`src/rtl/arp_rx_multi_if.sv`:
```
// GMII receive input and ARP parse results, bundled between the PHY side and the ARP TX/cache side.
interface arp_rx_multi_if #(
  parameter int IDX_W  = 3,
  parameter int DROP_W = 16
);
  logic              gmii_rx_dv;
  logic [7:0]        gmii_rxd;
  logic              arp_rx_done;
  logic              arp_rx_type;
  logic              arp_gratuitous;
  logic [IDX_W-1:0]  ip_idx;
  logic [47:0]       src_mac;
  logic [31:0]       src_ip;
  logic [DROP_W-1:0] drop_cnt;

  modport master (
    output gmii_rx_dv, gmii_rxd,
    input  arp_rx_done, arp_rx_type, arp_gratuitous, ip_idx, src_mac, src_ip, drop_cnt
  );
  modport slave (
    input  gmii_rx_dv, gmii_rxd,
    output arp_rx_done, arp_rx_type, arp_gratuitous, ip_idx, src_mac, src_ip, drop_cnt
  );
endinterface

```
`src/rtl/arp_rx_multi.sv`:
```
// GMII ARP receive parser with a multi-entry local IP table and a saturating drop counter.
// Define ARP_RX_VLAN_EN to accept a single 802.1Q tag ahead of the ARP EtherType.
module arp_rx_multi #(
  parameter logic [47:0]          BOARD_MAC = 48'h00_11_22_33_44_55,
  parameter int                   IP_NUM    = 2,
  parameter logic [32*IP_NUM-1:0] IP_LIST   = {8'd192,8'd168,8'd1,8'd10, 8'd192,8'd168,8'd1,8'd11},
  parameter int                   IDX_W     = 3,
  parameter int                   DROP_W    = 16
) (
  input  logic          clk,
  input  logic          rst,
  arp_rx_multi_if.slave bus
);
`ifdef ARP_RX_VLAN_EN
  localparam bit VLAN_EN = 1'b1;
`else
  localparam bit VLAN_EN = 1'b0;
`endif

  typedef enum logic [2:0] {IDLE, PREAMBLE, ETH_HEAD, ARP_DATA, RX_END} state_t;

  state_t            state_q, state_d;
  logic [4:0]        cnt_q, cnt_d;
  logic              uc_q, uc_d, bc_q, bc_d, vlan_q, vlan_d, oper2_q, oper2_d;
  logic [7:0]        hi_q, hi_d;
  logic [47:0]       sha_q, sha_d, mac_q, mac_d;
  logic [31:0]       spa_q, spa_d, ip_q, ip_d;
  logic [23:0]       tpa_q, tpa_d;
  logic              done_q, done_d, type_q, type_d, grat_q, grat_d;
  logic [IDX_W-1:0]  idx_q, idx_d, hit_idx;
  logic [DROP_W-1:0] drop_q, drop_d;
  logic              drop_inc, hit;
  logic [31:0]       tpa_full;
  logic [15:0]       etype;
  logic [7:0]        mac_byte;

  wire       dv  = bus.gmii_rx_dv;
  wire [7:0] rxd = bus.gmii_rxd;

  function automatic logic hdr_ok(input logic [4:0] i, input logic [7:0] b);
    case (i)
      5'd1:    hdr_ok = (b == 8'h01);
      5'd2:    hdr_ok = (b == 8'h08);
      5'd4:    hdr_ok = (b == 8'h06);
      5'd5:    hdr_ok = (b == 8'h04);
      5'd7:    hdr_ok = (b == 8'h01) || (b == 8'h02);
      default: hdr_ok = (b == 8'h00);
    endcase
  endfunction

  // Target IP is compared while byte 27 is on the bus so results register at that same edge.
  assign tpa_full = {tpa_q, rxd};
  assign etype    = {hi_q, rxd};

  always_comb begin
    hit     = 1'b0;
    hit_idx = '0;
    for (int i = IP_NUM - 1; i >= 0; i--)
      if (tpa_full == IP_LIST[32*(IP_NUM-1-i) +: 32]) begin
        hit     = 1'b1;
        hit_idx = IDX_W'(i);
      end
  end

  always_comb begin
    mac_byte = 8'h00;
    for (int i = 0; i < 6; i++)
      if (cnt_q == 5'(i)) mac_byte = BOARD_MAC[8*(5-i) +: 8];
  end

  always_comb begin
    state_d = state_q;  cnt_d  = cnt_q;  uc_d = uc_q;  bc_d = bc_q;
    vlan_d  = vlan_q;   hi_d   = hi_q;   oper2_d = oper2_q;
    sha_d   = sha_q;    spa_d  = spa_q;  tpa_d = tpa_q;
    done_d  = 1'b0;     type_d = type_q; grat_d = grat_q; idx_d = idx_q;
    mac_d   = mac_q;    ip_d   = ip_q;   drop_inc = 1'b0;
    case (state_q)
      IDLE: if (dv && rxd == 8'h55) begin
        state_d = PREAMBLE;
        cnt_d   = '0;
      end
      PREAMBLE: begin
        if (!dv) state_d = IDLE;
        else if (rxd == 8'h55 && cnt_q < 5'd6) cnt_d = cnt_q + 5'd1;
        else if (rxd == 8'hD5 && cnt_q == 5'd6) begin
          state_d = ETH_HEAD;
          cnt_d   = '0;
          uc_d    = 1'b1;
          bc_d    = 1'b1;
          vlan_d  = 1'b0;
        end else state_d = RX_END;
      end
      ETH_HEAD: begin
        if (!dv) begin
          state_d  = IDLE;
          drop_inc = 1'b1;
        end else begin
          cnt_d = cnt_q + 5'd1;
          if (cnt_q < 5'd6) begin
            uc_d = uc_q & (rxd == mac_byte);
            bc_d = bc_q & (rxd == 8'hFF);
            if (cnt_q == 5'd5 && !(uc_d || bc_d)) begin
              state_d  = RX_END;
              drop_inc = 1'b1;
            end
          end
          if (cnt_q == 5'd12 || cnt_q == 5'd16) hi_d = rxd;
          // Byte 17 is only reached after a tag at 12/13, so a second 0x8100 there is a drop.
          if (cnt_q == 5'd13 || cnt_q == 5'd17) begin
            if (etype == 16'h0806) begin
              state_d = ARP_DATA;
              cnt_d   = '0;
            end else if (VLAN_EN && etype == 16'h8100 && !vlan_q) vlan_d = 1'b1;
            else begin
              state_d  = RX_END;
              drop_inc = 1'b1;
            end
          end
        end
      end
      ARP_DATA: begin
        if (!dv) begin
          state_d  = IDLE;
          drop_inc = 1'b1;
        end else begin
          cnt_d = cnt_q + 5'd1;
          if (cnt_q == 5'd7) oper2_d = rxd[1];
          if (cnt_q >= 5'd8  && cnt_q <= 5'd13) sha_d = {sha_q[39:0], rxd};
          if (cnt_q >= 5'd14 && cnt_q <= 5'd17) spa_d = {spa_q[23:0], rxd};
          if (cnt_q >= 5'd24) tpa_d = {tpa_q[15:0], rxd};
          if (cnt_q < 5'd8 && !hdr_ok(cnt_q, rxd)) begin
            state_d  = RX_END;
            drop_inc = 1'b1;
          end else if (cnt_q == 5'd27) begin
            state_d = RX_END;
            if (hit) begin
              done_d = 1'b1;
              type_d = oper2_q;
              grat_d = (spa_q == tpa_full);
              idx_d  = hit_idx;
              mac_d  = sha_q;
              ip_d   = spa_q;
            end else drop_inc = 1'b1;
          end
        end
      end
      RX_END: if (!dv) state_d = IDLE;
      default: state_d = IDLE;
    endcase
    drop_d = (drop_inc && drop_q != '1) ? drop_q + DROP_W'(1) : drop_q;
  end

  always_ff @(posedge clk) begin
    if (rst) begin
      state_q <= IDLE; cnt_q <= '0; uc_q <= 1'b0; bc_q <= 1'b0; vlan_q <= 1'b0;
      hi_q <= '0; oper2_q <= 1'b0; sha_q <= '0; spa_q <= '0; tpa_q <= '0;
      done_q <= 1'b0; type_q <= 1'b0; grat_q <= 1'b0; idx_q <= '0;
      mac_q <= '0; ip_q <= '0; drop_q <= '0;
    end else begin
      state_q <= state_d; cnt_q <= cnt_d; uc_q <= uc_d; bc_q <= bc_d; vlan_q <= vlan_d;
      hi_q <= hi_d; oper2_q <= oper2_d; sha_q <= sha_d; spa_q <= spa_d; tpa_q <= tpa_d;
      done_q <= done_d; type_q <= type_d; grat_q <= grat_d; idx_q <= idx_d;
      mac_q <= mac_d; ip_q <= ip_d; drop_q <= drop_d;
    end
  end

  assign bus.arp_rx_done    = done_q;
  assign bus.arp_rx_type    = type_q;
  assign bus.arp_gratuitous = grat_q;
  assign bus.ip_idx         = idx_q;
  assign bus.src_mac        = mac_q;
  assign bus.src_ip         = ip_q;
  assign bus.drop_cnt       = drop_q;
endmodule

```
`src/flat_wrapper.sv`:
```
// flat-port wrapper written by rule: the top's interface ports become plain ports
module arp_rx_multi_flat 
#(
  parameter logic [47:0]          BOARD_MAC = 48'h00_11_22_33_44_55,
  parameter int                   IP_NUM    = 2,
  parameter logic [32*IP_NUM-1:0] IP_LIST   = {8'd192,8'd168,8'd1,8'd10, 8'd192,8'd168,8'd1,8'd11},
  parameter int                   IDX_W     = 3,
  parameter int                   DROP_W    = 16
)
  (clk, rst, bus_gmii_rx_dv, bus_gmii_rxd, bus_arp_rx_done, bus_arp_rx_type, bus_arp_gratuitous, bus_ip_idx, bus_src_mac, bus_src_ip, bus_drop_cnt);
  arp_rx_multi_if #(.IDX_W(IDX_W), .DROP_W(DROP_W)) bus_i ();
  input  logic clk;
  input  logic rst;
  input wire logic [$bits(bus_i.gmii_rx_dv)-1:0] bus_gmii_rx_dv;
  input wire logic [$bits(bus_i.gmii_rxd)-1:0] bus_gmii_rxd;
  output wire logic [$bits(bus_i.arp_rx_done)-1:0] bus_arp_rx_done;
  output wire logic [$bits(bus_i.arp_rx_type)-1:0] bus_arp_rx_type;
  output wire logic [$bits(bus_i.arp_gratuitous)-1:0] bus_arp_gratuitous;
  output wire logic [$bits(bus_i.ip_idx)-1:0] bus_ip_idx;
  output wire logic [$bits(bus_i.src_mac)-1:0] bus_src_mac;
  output wire logic [$bits(bus_i.src_ip)-1:0] bus_src_ip;
  output wire logic [$bits(bus_i.drop_cnt)-1:0] bus_drop_cnt;
  assign bus_i.gmii_rx_dv = bus_gmii_rx_dv;
  assign bus_i.gmii_rxd = bus_gmii_rxd;
  assign bus_arp_rx_done = bus_i.arp_rx_done;
  assign bus_arp_rx_type = bus_i.arp_rx_type;
  assign bus_arp_gratuitous = bus_i.arp_gratuitous;
  assign bus_ip_idx = bus_i.ip_idx;
  assign bus_src_mac = bus_i.src_mac;
  assign bus_src_ip = bus_i.src_ip;
  assign bus_drop_cnt = bus_i.drop_cnt;
  arp_rx_multi #(.BOARD_MAC(BOARD_MAC), .IP_NUM(IP_NUM), .IP_LIST(IP_LIST), .IDX_W(IDX_W), .DROP_W(DROP_W)) u_core (.clk(clk), .rst(rst), .bus(bus_i));
endmodule
```
`config.mk`:
```
export PLATFORM = sky130hd
export DESIGN_NAME = arp_rx_multi_flat
export DESIGN_NICKNAME = d
export VERILOG_FILES = /design/src/rtl/arp_rx_multi_if.sv /design/src/rtl/arp_rx_multi.sv /design/src/flat_wrapper.sv
export SDC_FILE = /design/constraint.sdc
export NUM_CORES = 1
export LEC_CHECK = 0
export ABC_CLOCK_PERIOD_IN_PS = 2800
export BUFFER_PORTS_ARGS = -buffer_cell sky130_fd_sc_hd__buf_4
export CAP_MARGIN = 30
export CORE_MARGIN = 2
export CORE_UTILIZATION = 50
export CTS_BUF_LIST = sky130_fd_sc_hd__clkbuf_16
export DETAILED_ROUTE_END_ITERATION = 10
export HOLD_SLACK_MARGIN = 0.02
export PLACE_DENSITY_LB_ADDON = 0.05
export SLEW_MARGIN = 20
export SYNTH_ARGS = -nofsm -noshare
export SYNTH_HDL_FRONTEND = slang
export SYNTH_SLANG_ARGS = --single-unit
export TNS_END_PERCENT = 1
```
`constraint.sdc`:
```
create_clock -name clk -period 2.8 [get_ports clk]
set_clock_uncertainty 0.05 [all_clocks]
set_input_delay 0.42 -clock clk [delete_from_list [all_inputs] [get_ports clk]]
set_output_delay 0.42 -clock clk [all_outputs]
set_load 0.05 [all_outputs]
```
==> impl_metrics.sql <==
INSERT INTO impl_metrics (metric_group, metric, value, unit) VALUES
('global_route', 'grt_pass1_vias', '7372', ''),
('synthesis', 'cell_variety_after_synth', '61', ''),
('sta', 'setup_violations', '0', ''),
('layout', 'layout.core_utilization', '0.6318', ''),
('setup_path', 'slowest_cell_on_crit_path', 'sky130_fd_sc_hd__or4b_1', ''),
('setup_path', 'critPathTopFamily', 'compound AO/OA/AOI/OAI gates', ''),
('clock_tree', 'root_buffer', 'sky130_fd_sc_hd__clkbuf_16', ''),
('sta', 'max-slew-margin-rel', '0.6085', ''),
('setup_path', 'critical_path.endpoint_type', 'register', ''),
('setup_path', 'crit_path_frequent_cell', 'sky130_fd_sc_hd__a211o_1', ''),
('synthesis', 'synth-edff-count', '0', ''),
('layout', 'share_of_cells_above_drive_strength_1', '0.1846', ''),
('clock_tree', 'insertion_delay', '0.51', 'ns'),
('setup_path', 'timing_worst_setup_path_type', 'register to register', ''),
('sta', 'tns', '0', 'ns'),
('place', 'placement.setup.worst_slack', '0.03530', 'ns'),
('detailed_routing', 'drt_drc_violations_left', '0', ''),
('power_and_ir_drop', 'leakage', '4.067', 'nW'),
('sta', 'unrepaired_setup_endpoints_after_global_routing', 'true', ''),
('global_route', 'grt_antenna_before_repair', '0', ''),
('detailed_routing', 'drt_iter0_markers', '515', ''),
('detailed_routing', 'routed_wirelength_normalized_by_instance_count', '15.60', 'um'),
('synthesis', 'ys_top_cells_by_area', 'sky130_fd_sc_hd__dfxtp_1, sky130_fd_sc_hd__nand2_1, sky130_fd_sc_hd__a21oi_1, sky130_fd_sc_hd__mux2i_1, sky130_fd_sc_hd__xnor2_1', ''),
('power_and_ir_drop', 'worst_ir_drop_vdd', '0.5101', 'mV'),
('detailed_routing', 'route.final.wire_length', '23260', 'um'),
('sta', 'setup_slack', '0.07210', 'ns'),
('detailed_routing', 'final_antenna_net_count', '0', ''),
('synthesis', 'yosys_register_bits', '223', ''),
('layout', 'insertedDiodeCount', '0', ''),
('global_route', 'first_pass_grt_wire_length', '37560', 'um'),
('setup_path', 'cp.required', '3.15', 'ns'),
('synthesis', 'top_cell_types_by_occurrence_after_synthesis', 'sky130_fd_sc_hd__nand2_1, sky130_fd_sc_hd__dfxtp_1, sky130_fd_sc_hd__a21oi_1, sky130_fd_sc_hd__clkbuf_1, sky130_fd_sc_hd__nor2_1', ''),
('setup_path', 'critical_path_peak_fanout', '7', ''),
('sta', 'timing_worst_slew_pin_value', '0.5855', 'ns'),
('floorplanning', 'placementRows', '49', ''),
('synthesis', 'postSynthCellCount', '1149', ''),
('power_and_ir_drop', 'pwr_density_cell', '607.7', 'mW/mm2'),
('synthesis', 'synth_ff_type', 'sky130_fd_sc_hd__dfxtp_1', ''),
('setup_path', 'critical_path.max_stage_delay', '0.44', 'ns'),
('place', 'gp_routability_congestion', '0.8841', ''),
('sta', 'fmax', '0.3666', 'GHz'),
('layout', 'nNetsFinal', '1261', ''),
('floorplanning', 'die_h', '140.3', 'um'),
('setup_path', 'start_kind', 'register', ''),
('detailed_routing', 'via_per_inst', '5.397', ''),
('global_route', 'grt_start_max_net_pins', '100', ''),
('worst_hold_path', 'hold_class', 'input pin to register', ''),
('global_route', 'grt_remaining_overflow', '0', ''),
('sta', 'timing.final.hold_violations', '0', ''),
('floorplanning', 'initial_utilization', '0.5139', ''),
('place', 'placement.io_buffers', '110', ''),
('floorplanning', 'die_width', '140.3', 'um'),
('setup_path', 'crit_arrival', '3.08', 'ns'),
('synthesis', 'most_common_cell_in_the_netlist', 'sky130_fd_sc_hd__nand2_1', ''),
('synthesis', 'synthesis.area', '0.009295', 'mm2'),
('synthesis', 'synth_top_cell_by_area', 'sky130_fd_sc_hd__dfxtp_1', ''),
('flow_run', 'cap_viol_max_count', '0', ''),
('sta', 'post-route-min-period', '2.728', 'ns'),
('layout', 'nFillCells', '1649', ''),
('detailed_routing', 'num_vias', '8047', ''),
('setup_path', 'critical_path_buf_inv_count', '3', ''),
('place', 'hpwlAfterDp', '15450', 'um'),
('synthesis', 'yosysSeqAreaShare', '0.4803', ''),
('clock_tree', 'clkSlewWorstSetupHoldPaths', '0.06', 'ns'),
('floorplanning', 'ios', '113', ''),
('synthesis', 'yosys_warnings', '0', ''),
('sta', 'maxSlewViolCount', '0', ''),
('clock_tree', 'cts_tree', 'yes', ''),
('status', 'result_of_the_run', 'complete, no violations', ''),
('clock_tree', 'cts_num_sinks', '223', ''),
('clock_tree', 'cts-root-to-sink-buffers', '3', '');
-- cell type report --
| type | count | area [um2] | share of cell area |
|---|---|---|---|
| Tap cell | 229 | 286.5 | 0.02507 |
| Clock inverter | 19 | 177.7 | 0.01555 |
| Timing Repair Buffer | 152 | 1295 | 0.1133 |
| Multi-Input combinational cell | 834 | 4557 | 0.3988 |
| Sequential cell | 223 | 4471 | 0.3912 |
| Clock buffer | 24 | 600.6 | 0.05256 |
| Inverter | 10 | 40.04 | 0.003504 |
-- worst reg2reg max path: stages, from the launching register on --
cell and delay [ns]:
sky130_fd_sc_hd__dfxtp_4 0.36, sky130_fd_sc_hd__inv_4 0.07, sky130_fd_sc_hd__ha_4 0.12, sky130_fd_sc_hd__or4b_1 0.44, sky130_fd_sc_hd__a211o_1 0.26, sky130_fd_sc_hd__a211o_1 0.29, sky130_fd_sc_hd__a21boi_2 0.14, sky130_fd_sc_hd__o211ai_1 0.13
sky130_fd_sc_hd__a2bb2oi_2 0.16, sky130_fd_sc_hd__buf_6 0.14, sky130_fd_sc_hd__buf_12 0.13, sky130_fd_sc_hd__nor3_4 0.04, sky130_fd_sc_hd__mux2_4 0.30
-- power by group --
group	total [mW]	internal (mW)	switching, mW
Combinational	0.581	0.255	0.326
Sequential	3.25	3.20	0.0479
Clock	3.11	1.84	1.28
-- worst paths after layout --
check	from	to	slack (ns)	cells after the start
max	u_core.cnt_q[0]	u_core.bus.drop_cnt[9]	0.07	12
min	bus_gmii_rxd[0]	u_core.hi_q[0]	0.17	3
max reg2reg	u_core.cnt_q[0]	u_core.bus.drop_cnt[9]	0.07	12
min reg2reg	u_core.bus.arp_gratuitous	u_core.bus.arp_gratuitous	0.40	2
-- registers in the layout (all words and copies together) (netlist names), 3 cells and up --
name	cells
u_core.bus.src_mac	48
u_core.sha_q	48
u_core.bus.src_ip	32
u_core.spa_q	32
u_core.tpa_q	24
u_core.bus.drop_cnt	16
u_core.hi_q	8
u_core.cnt_q	5
u_core.state_q	3
-- cells by family after synthesis --
| kind of cell | count (synthesis) | share of synthesized area |
|---|---|---|
| multiplexers | 47 | 0.05223 |
| AO/OA/AOI/OAI | 220 | 0.1350 |
| AND/OR/NAND/NOR | 523 | 0.2482 |
| flip-flops | 223 | 0.4803 |
| adder cells (fa/ha/maj) | 5 | 0.006730 |
| buffers and inverters | 93 | 0.04227 |
| other | 1 | 0.0004034 |
| XOR/XNOR | 37 | 0.03486 |
-- what timing repair did --
action / CTS / global route
resized for setup: 0 / 29
endpoints found under the setup margin: 0 / 15
hold endpoints to repair: 0 / 0
buffers inserted: 0 / 3
hold buffers: 0 / 0
-- layer usage --
layer | track usage | wire length [um] | part of all wire | vias up
met5 | 0 | 0 | 0 | -
met4 | 0.05104 | 338 | 0.015 | 0
met3 | 0.03590 | 1180 | 0.051 | 28
met2 | 0.3625 | 10520 | 0.45 | 181
met1 | 0.3267 | 11210 | 0.48 | 3782
li1 | - | - | - | 4056
-- cells in the final DEF (no fill, tap or decap), drive strengths merged, types with 11 or more instances in the layout --
cell type and instances:
xnor2 34, nand4 22, inv 14, a21oi 177, nor2 69, nand3 15
or3 12, o21ai 18, dfxtp 223, clkinv 11, mux2i 44, nor4 14
clkbuf 25, buf 151, nand2 334
-- through the flow --
step           std cells  total power [mW]  instance area [um2]  hold slack [ns]
6_report            1491             6.944                11430           0.1737
5_1_grt             1491             7.198                11430           0.1747
4_1_cts             1487             6.929                11260           0.1587
3_5_place_dp        1444             3.824                10480           0.3948
3_3_place_gp        1444             3.829                10480           0.3897
2_1_floorplan       1150             3.667                 9299           0.3824
Note: power is estimated with default switching activity, not from simulation.
